### src/rtl/can_tx_serializer.sv
// CAN transmit bit engine: byte stream in, stuffed serial bits plus CRC-15 out.
// One-byte holding buffer feeds an MSB-first shifter paced by a prescaler.
module can_tx_serializer #(
  parameter int          PRESCALE_W = 8,
  parameter logic [14:0] CRC_POLY   = 15'h4599
) (
  input  logic                  clk,
  input  logic                  rst,
  input  logic [PRESCALE_W-1:0] prescale,
  input  logic [7:0]            s_data,
  input  logic                  s_valid,
  input  logic                  s_last,
  output logic                  s_ready,
  output logic                  tx,
  output logic                  busy,
  output logic [14:0]           crc,
  output logic                  crc_valid,
  output logic                  err
);

  typedef enum logic [1:0] {
    S_IDLE,
    S_DATA,
    S_CRC
  } state_t;

  localparam logic [PRESCALE_W-1:0] ONE = 1;

  state_t                  state;
  state_t                  state_n;

  logic                    buf_full;
  logic [7:0]              buf_data;
  logic                    buf_last;

  logic [7:0]              sh;
  logic                    sh_last;
  logic [2:0]              rem;
  logic [3:0]              crem;
  logic [14:0]             crc_r;

  logic [PRESCALE_W-1:0]   cnt;
  logic [PRESCALE_W-1:0]   pre_l;
  logic                    lvl;
  logic [2:0]              run;

  logic                    tx_r;
  logic [14:0]             crc_q;
  logic                    crc_valid_r;
  logic                    err_r;

  logic                    tick;
  logic                    emit;
  logic                    nbit;
  logic                    pay;
  logic                    stuff;
  logic                    load;
  logic                    to_crc;
  logic                    fin;
  logic                    abort;
  logic                    accept;

  function automatic logic [14:0] crc_step(
    input logic [14:0] c,
    input logic        b
  );
    return {c[13:0], 1'b0} ^ ((b ^ c[14]) ? CRC_POLY : 15'd0);
  endfunction

  assign tick   = (cnt == '0);
  assign accept = s_valid && !buf_full;

  always_ff @(posedge clk) begin
    if (rst) state <= S_IDLE;
    else     state <= state_n;
  end

  // Stuff bits take priority; end-of-byte and end-of-CRC decisions wait for them.
  always_comb begin
    state_n = state;
    emit    = 1'b0;
    nbit    = 1'b1;
    pay     = 1'b0;
    stuff   = 1'b0;
    load    = 1'b0;
    to_crc  = 1'b0;
    fin     = 1'b0;
    abort   = 1'b0;
    unique case (state)
      S_IDLE: begin
        if (buf_full) begin
          load    = 1'b1;
          emit    = 1'b1;
          pay     = 1'b1;
          nbit    = buf_data[7];
          state_n = S_DATA;
        end
      end
      S_DATA: begin
        if (tick) begin
          if (run == 3'd5) begin
            stuff = 1'b1;
            emit  = 1'b1;
            nbit  = ~lvl;
          end else if (rem != 3'd0) begin
            emit = 1'b1;
            pay  = 1'b1;
            nbit = sh[7];
          end else if (sh_last) begin
            to_crc  = 1'b1;
            emit    = 1'b1;
            nbit    = crc_r[14];
            state_n = S_CRC;
          end else if (buf_full) begin
            load = 1'b1;
            emit = 1'b1;
            pay  = 1'b1;
            nbit = buf_data[7];
          end else begin
            abort   = 1'b1;
            state_n = S_IDLE;
          end
        end
      end
      S_CRC: begin
        if (tick) begin
          if (run == 3'd5) begin
            stuff = 1'b1;
            emit  = 1'b1;
            nbit  = ~lvl;
          end else if (crem != 4'd0) begin
            emit = 1'b1;
            nbit = crc_r[crem - 4'd1];
          end else begin
            fin     = 1'b1;
            state_n = S_IDLE;
          end
        end
      end
      default: state_n = S_IDLE;
    endcase
  end

  always_ff @(posedge clk) begin
    if (rst) begin
      buf_full    <= 1'b0;
      buf_data    <= '0;
      buf_last    <= 1'b0;
      sh          <= '0;
      sh_last     <= 1'b0;
      rem         <= '0;
      crem        <= '0;
      crc_r       <= '0;
      cnt         <= '0;
      pre_l       <= '0;
      lvl         <= 1'b1;
      run         <= '0;
      tx_r        <= 1'b1;
      crc_q       <= '0;
      crc_valid_r <= 1'b0;
      err_r       <= 1'b0;
    end else begin
      if (load) buf_full <= 1'b0;
      if (accept) begin
        buf_full <= 1'b1;
        buf_data <= s_data;
        buf_last <= s_last;
      end

      if (load) begin
        sh      <= {buf_data[6:0], 1'b0};
        sh_last <= buf_last;
        rem     <= 3'd7;
      end else if (emit && pay) begin
        sh  <= {sh[6:0], 1'b0};
        rem <= rem - 3'd1;
      end

      if (state == S_IDLE && load)
        crc_r <= crc_step(15'd0, nbit);
      else if (emit && pay)
        crc_r <= crc_step(crc_r, nbit);

      if (to_crc)
        crem <= 4'd14;
      else if (state == S_CRC && emit && !stuff)
        crem <= crem - 4'd1;

      if (state == S_IDLE) begin
        if (load) begin
          cnt   <= prescale;
          pre_l <= prescale;
        end
      end else if (emit) begin
        cnt <= pre_l;
      end else if (!tick) begin
        cnt <= cnt - ONE;
      end

      // A new frame restarts the run at its first bit.
      if (state == S_IDLE && load) begin
        lvl <= nbit;
        run <= 3'd1;
      end else if (emit) begin
        lvl <= nbit;
        run <= (nbit != lvl) ? 3'd1 : run + 3'd1;
      end

      if (emit)              tx_r <= nbit;
      else if (abort || fin) tx_r <= 1'b1;

      if (fin) crc_q <= crc_r;
      crc_valid_r <= fin;
      err_r       <= abort;
    end
  end

  always_comb begin
    s_ready   = !buf_full;
    busy      = (state != S_IDLE);
    tx        = tx_r;
    crc       = crc_q;
    crc_valid = crc_valid_r;
    err       = err_r;
  end

endmodule
### config.mk
export PLATFORM = sky130hd
export DESIGN_NAME = can_tx_serializer
export DESIGN_NICKNAME = d
export VERILOG_FILES = /design/src/rtl/can_tx_serializer.sv
export SDC_FILE = /design/constraint.sdc
export NUM_CORES = 1
export LEC_CHECK = 0
export CAP_MARGIN = 20
export CORE_UTILIZATION = 30
export DETAILED_ROUTE_END_ITERATION = 7
export GPL_ROUTABILITY_DRIVEN = 1
export MAX_ROUTING_LAYER = met4
export PLACE_DENSITY = 0.58
export SLEW_MARGIN = 15
export SYNTH_ARGS = -nofsm -noshare
export SYNTH_HDL_FRONTEND = slang
export SYNTH_SLANG_ARGS = --single-unit
### constraint.sdc
create_clock -name clk -period 3.2 [get_ports clk]
set_input_delay 0.96 -clock clk [delete_from_list [all_inputs] [get_ports clk]]
set_output_delay 0.96 -clock clk [all_outputs]
set_load 0.01 [all_outputs]
* Word-level counts from Yosys, hierarchy flattened
Index checks and enable logic that the tools add are counted.
** Operators by class
- Muxes and demuxes :: 80
- Shift operators :: 0
- Multiply operators :: 0
- Reduce and logical (&&, ||, !) cells :: 25
- Add/subtract/negate cells :: 4
- Div/mod/pow operators :: 0
- Equality and inequality tests :: 14
- Bitwise logic cells :: 3
- Magnitude comparators :: 1
** Operator list (number)
- 15-bit 2-to-1 mux :: 4
- 1-bit 2-to-1 mux :: 50
- 8-bit 2-to-1 mux :: 6
- 2-bit 2-to-1 mux :: 9
- 2-bit inequality test (second input constant) :: 8
- 15-bit XOR :: 1
- 2-bit nonzero test :: 7
- 3-bit 2-to-1 mux :: 3
- 8-bit zero test :: 1
- 4-bit 2-to-1 mux :: 2
- 8-bit AND reduction :: 1
- 8-bit by 1-bit subtractor with 8-bit output (second input constant) :: 1
- 1-bit case mux with 3 select lines :: 2
- 2-bit case mux with 3 select lines :: 1
- 2-bit OR reduction :: 3
- 1-bit logical AND :: 5
- 4-bit by 5-bit < comparator with 1-bit output (second input constant) :: 1
- 1-bit binary-select mux with 4-bit select :: 1
- 1-bit case mux with 2 select lines :: 2
- 2-bit AND reduction :: 2
- 4-bit nonzero test :: 1
- 4-bit by 1-bit subtractor with 4-bit output (second input constant) :: 1
- 3-bit by 1-bit adder with 3-bit output (second input constant) :: 1
- 3-bit equality test (second input constant) :: 1
- 12 further kinds :: 13
** Storage, ports and cells
- Memories kept :: 0
- Logic and storage cells :: 146
- Latch bits :: 0
- Output and inout port bits :: 20
- Input port bits :: 20
- Memory bits (writable) :: 0
- ROM bits :: 0
- Register bits after elaboration :: 80

* Depth between registers and ports, before layout
- Depth after elaboration :: 12
- Gate-level depth with buffers :: 11
- Gate-level depth less buffers :: 8

* Worst setup path before layout
No wires, ideal clock.
- Path kind :: reg-to-reg
- From :: reg crem[0]
- To :: reg run[2]
- Data arrival time :: 2.448 ns
- Stages on the path, launching flop included :: 10
- Data required time :: 3.122 ns
- Slack :: 0.674 ns
- Library setup time :: 0.078 ns
- Period minus slack after synthesis :: 2.526 ns
- Path buffers :: 1
- Cell sequence :: dfxtp_1 > buf_6 > inv_1 > ha_1 > mux2_2 > a21oi_1 > a2111oi_2 > nor4_4 > mux2_2 > nor3_1
** Between the ends
- Word-level cells in the longest chain between the ends :: 9
- Elaborated cells on any way between the ends :: 14
- Those cells by class :: add/sub: 1; eq/ne: 1; mux: 11; reduce/logical: 1
** Ends and longest elaborated chain
- start, declared :: RTL line 39 : logic [3:0] crem;
- start signal, assigned :: RTL line 187 : crem <= crem - 4'd1;
- 4-bit by 1-bit subtractor with 4-bit output :: RTL line 133 : nbit = crc_r[crem - 4'd1];
- 1-bit binary-select mux with 4-bit select :: RTL line 133
- 1-bit 2-to-1 mux (implied by the code) :: RTL line 133
- 1-bit 2-to-1 mux :: RTL line 131 : end else if (crem != 4'd0) begin
- 1-bit 2-to-1 mux :: RTL line 127 : if (run == 3'd5) begin
- 1-bit 2-to-1 mux :: RTL line 126 : if (tick) begin
- 1-bit case mux with 3 select lines :: RTL line 89 : unique case (state)
- 1-bit inequality test :: RTL line 206 : run <= (nbit != lvl) ? 3'd1 : run + 3'd1;
- 3-bit 2-to-1 mux :: RTL line 206
- end signal, assigned :: RTL line 206
- end, declared :: RTL line 45 : logic [2:0] run;
Parallel ways exist; a longest one is shown, timed or not. The select of a mux whose other input is x is not followed.
A chain may end at the register's enable or synchronous reset.

* Worst setup path after layout
- From :: reg crem[0]
- To :: reg crc_r[7]
** Between the ends
- Word-level cells in the longest chain between the ends :: 12
- Elaborated cells on any way between the ends :: 20
- Those cells by class :: add/sub: 1; mux: 14; bitwise: 2; reduce/logical: 3
** Ends and longest elaborated chain
- 4-bit by 1-bit subtractor with 4-bit output :: RTL line 133
- 1-bit binary-select mux with 4-bit select :: RTL line 133
- 1-bit 2-to-1 mux (implied by the code) :: RTL line 133
- 1-bit 2-to-1 mux :: RTL line 131
- 1-bit 2-to-1 mux :: RTL line 127
- 1-bit 2-to-1 mux :: RTL line 126
- 1-bit case mux with 3 select lines :: RTL line 89
- 1-bit XOR :: RTL line 67 : return {c[13:0], 1'b0} ^ ((b ^ c[14]) ? CRC_POLY : 15'd0);
- 15-bit 2-to-1 mux :: RTL line 67
- 15-bit XOR :: RTL line 67
- 15-bit 2-to-1 mux :: RTL line 181 : else if (emit && pay)
- 15-bit 2-to-1 mux :: RTL line 179 : if (state == S_IDLE && load)
- end signal, assigned :: RTL line 180 : crc_r <= crc_step(15'd0, nbit);
- end signal, assigned :: RTL line 182 : crc_r <= crc_step(crc_r, nbit);
- end, declared :: RTL line 40 : logic [14:0] crc_r;
Parallel ways exist; a longest one is shown, timed or not. The select of a mux whose other input is x is not followed.

==> impl_metrics.tcl <==
set metrics [dict create \
    yosysSeqAreaShare_pct 39.3 \
    hpwl_mm 6.66 \
    peakVddDrop_v 0.000257 \
    die_h_um 119 \
    layout_common_cells "nand2_1 (124), dfxtp_1 (80), a21oi_1 (52)" \
    numPortBuffers 39 \
    rr_endpoint "crc_r[7]" \
    startpoint_type "flop" \
    synth_top_area_cell "dfxtp_1" \
    ys_async_sr_fraction_pct 0 \
    final_common_cell "nand2_1" \
    setup_violations 0 \
    design.core.area_mm2 0.0132 \
    rsz0062_at_grt "no" \
    n_antenna_cell 0 \
    hold_viol 0 \
    cp_num_cells 9 \
    fmaxAchievable_mhz 353 \
    seqPwrFrac_pct 37.5 \
    cp-end-kind "flop" \
    crit_slowest_cell "dfxtp_1" \
    critPathKind "flop to flop" \
    r2r_slack_ns 0.37 \
    vias 3526 \
    cp_data_arrival_time_ns 3.12 \
    p_clk_share_pct 35.2 \
    cts_tree "built" \
    ios 40 \
    clk_latency_ns 0.34 \
    netSwitchingPower_mw 1.07 \
    crit_chain "inv_1 > ha_1 > mux2_2 > a21oi_1 > a2111oi_2 > nor4_4 > buf_4 > mux2i_1 > o221a_2" \
    first_pass_iters 4 \
    antenna_found_initial 0 \
    status "finished clean" \
    fin_crit_ns 2.83 \
    synth_fp_nets 528 \
    synth_top_area_share_pct 39.3 \
    die_area_mm2 0.0141 \
    worstMarginPinSlew_ns 0.727 \
    r2r_cells 9 \
    fillers 1391 \
    cp.required_ns 3.48 \
    maxSlewHeadroom_pct 51.5 \
    wl_per_cell_um 13.6 \
    ys.flop_type "dfxtp_1" \
    syn_inst 496 \
    grt_overflow_total 0 \
    yosys_warnings 0 \
    placement_rows 42 \
    fin_setup_tns_ns 0 \
    utilization_pct 37.2 \
    critPathTopFamily "multiplexers" \
    path_clk_slew_ns 0.07 \
    ctsHoldBuffers 0 \
    gp_congestion 0.815 \
    synth_edf_count 0 \
    fin_total_pwr_mw 3.26 \
    routed_wl_mm 9.56 \
    ys_ff_latch 80 \
    finClkSkew_ns 0.00762 \
    area_growth_pct 21.0 \
    numCtsBuffers 9 \
    die_w_um 119 \
    hold_class "flop to flop" \
    synthDistinctLibCells 59 \
    drtAntennaViolNets 0 \
    slew_viol_final 0 \
    power_leakage_nw 1.78 \
    drtIter0Drc 236 \
    critPathBufInv 2 \
    globalRouteTotalUtil_pct 14.4 \
    start_util_pct 30.8 \
    grt_pass1_vias 3319 \
    grt_pass1_wl_mm 15.8 \
    cts_sinks 80 \
    clock_path_buffers 2 \
    powerDensity_mw_per_mm2 662 \
    min_path_cells 2 \
    syn_area_per_cell_um2 8.22 \
    htreeDepth 3 \
    nNetsFinal 554 \
    maxCapViolations 0 \
    crit_fanout 13 \
    whs_ns 0.454 \
    switching_share_pct 32.8 \
    min_from "crc[0]" \
    cts_setup_buffers 0 \
    cts_root_buf "clkbuf_16" \
    slowest_delay_ns 0.53 \
    route.detailed.vias_per_inst 5.02 \
    synth_area_leaders "dfxtp_1 (39%), nand2_1 (11%), a21oi_1 (6.4%)" \
    multi_input_area_mm2 0.00227 \
    fin_crit_sh_pct 88.5 \
    drive_gt1_share_pct 9.87 \
    grt_max_degree 55 \
    min_to "crc[0]" \
    drc 0 \
    synthesis.area_mm2 0.00408 \
    r2r-start "crem[0]" \
    cts_resized 0 \
    p_int_mw 2.19 \
    p_comb_share_pct 27.3 \
    regArea_mm2 0.00160 \
]
[worst max path at each step]
stage,slack (ns),start,end
after detailed placement,0.39,crem[0],crc_r[7]
after floorplan,0.67,crem[0],run[2]
after CTS,0.37,crem[0],crc_r[7]
after global routing,0.18,crem[0],crc_r[7]
after global placement,0.49,crem[0],crc_r[7]
final,0.37,crem[0],crc_r[7]
[state kept, by name, summed over array words and instances (netlist names), 4 cells and up]
name      count
buf_data      8
cnt           8
crc          15
crc_r        15
crem          4
pre_l         8
sh            7
[logic make-up (layout without fill, tap and decap cells)]
logic type | count (synthesis) | count (layout) | share of synthesized area (%)
multiplexers | 16 | 16 | 4.97
XOR/XNOR | 17 | 17 | 4.02
adder cells (fa/ha/maj) | 12 | 12 | 3.68
AND/OR/NAND/NOR | 206 | 206 | 22.9
AO/OA/AOI/OAI | 117 | 117 | 20.1
buffers and inverters | 48 | 79 | 5.04
flip-flops | 80 | 80 | 39.3
[power by group through the flow]
stage,Combinational [mW],Sequential (mW),Clock (mW)
5_1_grt,0.991,1.24,1.22
4_1_cts,0.891,1.22,1.18
6_report,0.890,1.22,1.15
3_3_place_gp,0.865,1.24,0
2_1_floorplan,0.718,1.20,0
3_5_place_dp,0.885,1.25,0
[stage by stage]
stage | setup slack [ns] | instances | instance area (um2)
6_report | 0.367 | 703 | 4930
5_1_grt | 0.177 | 703 | 4930
4_1_cts | 0.367 | 703 | 4930
3_5_place_dp | 0.386 | 687 | 4600
3_3_place_gp | 0.495 | 687 | 4600
2_1_floorplan | 0.674 | 496 | 4080
[layout make-up]
class	count	share of cell area [%]
multi-input combinational	368	46.0
sequential	80	32.5
timing repair buffer	47	9.03
clock buffer	10	4.85
tap	176	4.46
clock inverter	6	1.98
inverter	16	1.22
[Yosys cell counts (all sizes together) (2+ instances only)]
master and n:
o21bai 2, o211ai 10, a21o 3, or4 4, nand4 2, nand2 124, xor2 8, a31oi 4
a311o 2, o221a 4, a311oi 14, dfxtp 80, mux2 4, o31ai 5, nor2 36, buf 13
nor3 7, mux4 3, a21oi 54, a2111oi 2, inv 15, o21ai 3, xnor2 9, a211oi 2
clkbuf 19, a211o 2, nand2b 6, o41ai 2, or3 4, ha 12, mux2i 9, and2 4
nand3 4, nor2b 3, or2 3, nor4 4
[tightest hold or removal path, delay by kind of cell (launching register included)]
family	cells	cell delay, ns
AO/OA/AOI/OAI	1	0.05
flip-flops	1	0.31
AND/OR/NAND/NOR	1	0.05
[routing by layer]
layer / track usage, % / vias to the layer above / share of wire, %
met1: 18.2 / 1667 / 47
li1: - / 1781 / -
met3: 2.94 / 10 / 4.1
met4: 4.75 / 0 / 1.2
met2: 22.8 / 68 / 47
met5: - / - / 0
Power figures use the tool's default switching activity.
